<file path="src/rtl/stream_demux_pkg.sv">
// Shared types and helpers for the stream demultiplexer.
package stream_demux_pkg;

  // Width of the saturating drop counter.
  localparam int unsigned DROP_CNT_W = 16;

  // Occupancy of a single channel slot.
  typedef enum logic {
    SLOT_EMPTY = 1'b0,
    SLOT_FULL  = 1'b1
  } slot_state_e;

  // Start (most significant) bit of channel j in a packed bus of n channels.
  // Channel 0 sits at the MSB end.
  function automatic int unsigned chan_msb(input int unsigned n,
                                           input int unsigned dw,
                                           input int unsigned j);
    return (n * dw) - 1 - (j * dw);
  endfunction

endpackage

</file>
<file path="src/rtl/stream_demux_slot.sv">
// One output channel: a single-entry register with valid/ready handshake.
module demux_slot
  import stream_demux_pkg::*;
#(
  parameter int unsigned DATA_WIDTH = 8
) (
  input  logic                  clk,
  input  logic                  rst,
  input  logic                  load,
  input  logic [DATA_WIDTH-1:0] load_data,
  input  logic                  out_ready,
  output logic                  free_c,
  output logic                  out_valid,
  output logic [DATA_WIDTH-1:0] out_data
);

  slot_state_e state;
  slot_state_e state_nxt;

  // Slot occupancy register.
  always_ff @(posedge clk) begin
    if (rst) begin
      state <= SLOT_EMPTY;
    end else begin
      state <= state_nxt;
    end
  end

  // Fill on load, drain when the consumer takes the word; a load wins over a drain.
  always_comb begin
    state_nxt = state;
    if (load) begin
      state_nxt = SLOT_FULL;
    end else if ((state == SLOT_FULL) && out_ready) begin
      state_nxt = SLOT_EMPTY;
    end
  end

  // Payload register; keeps the last loaded value after draining.
  always_ff @(posedge clk) begin
    if (rst) begin
      out_data <= '0;
    end else if (load) begin
      out_data <= load_data;
    end
  end

  assign out_valid = (state == SLOT_FULL);
  assign free_c    = (state == SLOT_EMPTY) || out_ready;

endmodule

</file>
<file path="src/rtl/stream_demux.sv">
// Routes an input stream to one of N channels, or to all of them on broadcast.
module stream_demux
  import stream_demux_pkg::*;
#(
  parameter  int unsigned DATA_WIDTH = 8,
  parameter  int unsigned N          = 4,
  localparam int unsigned SEL_WIDTH  = $clog2(N)
) (
  input  logic                    clk,
  input  logic                    rst,
  input  logic                    in_valid,
  output logic                    in_ready,
  input  logic [DATA_WIDTH-1:0]   in_data,
  input  logic [SEL_WIDTH-1:0]    in_sel,
  input  logic                    in_bcast,
  output logic [N-1:0]            out_valid,
  input  logic [N-1:0]            out_ready,
  output logic [N*DATA_WIDTH-1:0] out_data,
  output logic [DROP_CNT_W-1:0]   drop_cnt
);

  logic [N-1:0] target;
  logic [N-1:0] free_c;
  logic [N-1:0] load;
  logic         accept;
  logic         drop;

  // Target decode: all channels on broadcast, one on in-range select, none otherwise.
  always_comb begin
    target = '0;
    if (in_bcast) begin
      target = '1;
    end else begin
      for (int j = 0; j < int'(N); j++) begin
        if (in_sel == SEL_WIDTH'(j)) begin
          target[j] = 1'b1;
        end
      end
    end
  end

  // Accept only when every targeted slot can take the word this cycle.
  assign in_ready = ~rst & (&(free_c | ~target));
  assign accept   = in_valid & in_ready;
  assign load     = target & {N{accept}};
  assign drop     = accept & ~(|target);

  for (genvar j = 0; j < int'(N); j++) begin : g_slot
    localparam int unsigned MSB = chan_msb(N, DATA_WIDTH, j);
    demux_slot #(
      .DATA_WIDTH(DATA_WIDTH)
    ) u_slot (
      .clk      (clk),
      .rst      (rst),
      .load     (load[j]),
      .load_data(in_data),
      .out_ready(out_ready[j]),
      .free_c   (free_c[j]),
      .out_valid(out_valid[j]),
      .out_data (out_data[MSB -: DATA_WIDTH])
    );
  end

  // Saturating count of words discarded for an out-of-range select.
  always_ff @(posedge clk) begin
    if (rst) begin
      drop_cnt <= '0;
    end else if (drop && (drop_cnt != {DROP_CNT_W{1'b1}})) begin
      drop_cnt <= drop_cnt + DROP_CNT_W'(1);
    end
  end

endmodule
</file>
<file path="config.mk">
export PLATFORM = sky130hd
export DESIGN_NAME = stream_demux
export DESIGN_NICKNAME = d
export VERILOG_FILES = /design/src/rtl/stream_demux_pkg.sv /design/src/rtl/stream_demux_slot.sv /design/src/rtl/stream_demux.sv
export SDC_FILE = /design/constraint.sdc
export NUM_CORES = 1
export LEC_CHECK = 0
export CORE_ASPECT_RATIO = 1.5
export CORE_MARGIN = 2
export CORE_UTILIZATION = 45
export CTS_BUF_LIST = sky130_fd_sc_hd__clkbuf_4
export DETAILED_ROUTE_END_ITERATION = 16
export MAX_ROUTING_LAYER = met4
export PLACE_DENSITY = 0.82
export SYNTH_ARGS = -nofsm -noshare
export SYNTH_HDL_FRONTEND = slang
export SYNTH_HIERARCHICAL = 1
export SYNTH_SLANG_ARGS = --single-unit
export TNS_END_PERCENT = 50
</file>
<file path="constraint.sdc">
create_clock -name clk -period 2.53 [get_ports clk]
set_input_delay 0.506 -clock clk [delete_from_list [all_inputs] [get_ports clk]]
set_output_delay 0.506 -clock clk [all_outputs]
set_load 0.005 [all_outputs]
</file>
==> impl_metrics.env <==
export IMPL_clock_latency_ns=0.37
export IMPL_yosysWarnings=6
export IMPL_drv_cap=0
export IMPL_globalRouteTotalUtil_pct=17.5
export IMPL_cts_resized=1
export IMPL_setup_slack_ns=0.122
export IMPL_powerDensity_mw_per_mm2=524
export IMPL_critPathSlowestCell="clkdlybuf4s50_1"
export IMPL_power_uw=1410
export IMPL_cp_max_fo=3
export IMPL_drive_above_1_share_pct=10.3
export IMPL_tightestPinTransition_ns=0.510
export IMPL_crit_type="in2out"
export IMPL_clock_sinks=52
export IMPL_slew_violations=0
export IMPL_path_cells="clkdlybuf4s50_1 > nand2b_1 > a21oi_1 > a2bb2oi_1 > nor4_1 > dlygate4sd2_1"
export IMPL_area_growth_pct=46.6
export IMPL_crit_family="buffers and inverters"
export IMPL_status="completed"
export IMPL_clock_path_buffers=2
export IMPL_place_gp_congestion=0.753
export IMPL_slowest_delay_ns=0.45
export IMPL_pre_cts_ws_ns=-0.169
export IMPL_cts_root_buf="clkbuf_4"
export IMPL_num_vias=1437
export IMPL_drcViolationCount=0
export IMPL_r2r_slack_ns=0.72
export IMPL_grt_pass1_vias=1361
export IMPL_skew_ns=0.0120
export IMPL_grt_pass1_wl_um=6000
export IMPL_h_tree_depth=2
export IMPL_synth_area_mm2=0.00183
export IMPL_endpoint_kind="output pin"
export IMPL_placementRows=28
export IMPL_postRouteAntennaNets=0
export IMPL_core_area_mm2=0.00392
export IMPL_synth_cell_types=16
export IMPL_gr_total_overflow=0
export IMPL_ys_ff_latch=52
export IMPL_fp_dieH_um=82.1
export IMPL_crit_buf_inv=2
export IMPL_diodes=0
export IMPL_grt_max_degree=53
export IMPL_rsz0062_at_grt="no"
export IMPL_fin_cells=297
export IMPL_fmax_mhz=415
export IMPL_final_hold_violation_count=0
export IMPL_dp_cells=289
export IMPL_fin_tns_setup_ns=0
export IMPL_top_level_ports=71
export IMPL_syn_nets=189
export IMPL_cts_hold_buf=0
export IMPL_wl_um=3910
export IMPL_dieArea_mm2=0.00460
export IMPL_first_pass_iters=2
export IMPL_crit_required_ns=2.02
export IMPL_clkSlewWorstSetupHoldPaths_ns=0.13
export IMPL_antenna_found_initial=0
export IMPL_finalCriticalPeriod_ns=2.41
export IMPL_max_slew_margin_rel_pct=66.0
export IMPL_cts_setup_buffers=0
export IMPL_netlist_instances=171
export IMPL_cts_buffers=5
export IMPL_holdCritPathClass="reg2reg"
export IMPL_final_period_utilization_pct=95.2
export IMPL_setup_violations_final=0
export IMPL_nets=269
export IMPL_tritoncts="yes"
export IMPL_wl_per_cell_um=13.2
export IMPL_start_kind="input pin"
export IMPL_die_w_um=56.1
export IMPL_post_dp_hpwl_um=2860
export IMPL_avgSynthCellArea_um2=10.7
export IMPL_vdd_ir_drop_max_v=0.000570
export IMPL_cp_arrival_ns=1.90
export IMPL_port_buffers=70
export IMPL_leakagePower_uw=0.000995
export IMPL_start_util_pct=46.7
export IMPL_avgViaCountPerCell=4.84
export IMPL_seq_area_frac_synth_pct=56.9
export IMPL_drt_iter0_markers=24
-- power breakdown --
group          switching [uW]  internal (uW)  total, uW
logic                    77.6            109        187
registers                11.7            843        854
clock network             249            117        366
-- layout make-up --
class                      count  area, um2
clock inverter                 2       11.3
inverter                       6       22.5
tap                           45       56.3
timing repair buffer          82        785
sequential                    52       1040
clock buffer                   6       45.0
fill                         326       1240
multi-input combinational    104        723
-- worst paths after layout --
path                              startpoint                      endpoint  depth (start not counted)
setup / recovery                out_ready[1]                      in_ready                          6
setup reg to reg  g_slot[3].u_slot/out_valid  g_slot[0].u_slot/out_data[5]                          7
hold reg to reg                  drop_cnt[6]                   drop_cnt[6]                          1
hold / removal                   drop_cnt[6]                   drop_cnt[6]                          1
-- placed cells by master (no fill, tap or decap), types with 4 or more instances in the layout --
cell             count
a21oi_1              9
buf_4               12
clkbuf_4             6
clkdlybuf4s50_1     68
dfxtp_1             52
inv_1                6
mux2i_1             32
nand2b_1             4
nor2_1              32
nor2b_1             17
nor4_2               4
-- sequential cells by signal, indices dropped and copies added (netlist names) --
register,cells
g_slot.u_slot/out_valid,4
drop_cnt,16
g_slot.u_slot/out_data,32
-- cells in the mapped netlist, drive strengths merged --
cell type	n	area [um2]
or3b	1	11.3
a211oi	1	7.51
a2bb2oi	1	8.76
clkbuf	5	23.8
buf	4	45.0
nor2b	18	120
nand2b	4	25.0
dfxtp	52	1040
a21oi	9	45.0
inv	6	22.5
nor2	32	120
o2bb2ai	1	8.76
mux2i	32	320
nor4	5	31.3
-- stage by stage --
step / area, um2 / hold WS [ns] / utilization, %
detailed placement: 2630 / 0.456 / 67.0
floorplan: 1830 / 0.460 / -
finish: 2680 / 0.475 / 68.4
global placement: 2630 / 0.451 / 67.0
CTS: 2680 / 0.478 / 68.4
global route: 2680 / 0.491 / 68.4
-- cells by family (layout without fill, tap and decap cells) --
group	Yosys count	count (layout)	synth area share, %
mux	32	32	17.5
flops	52	52	56.9
simple gates	60	60	16.8
compound gates	12	12	3.83
buf+inv	15	96	4.99
-- metal layers --
layer	vias up	track usage (%)	part of all wire, %
li1	721	-	-
met1	666	19.6	43
met2	45	29.2	49
met3	5	4.98	5.6
met4	0	7.86	1.8
met5	-	-	0
(Power assumes the default switching activity.)
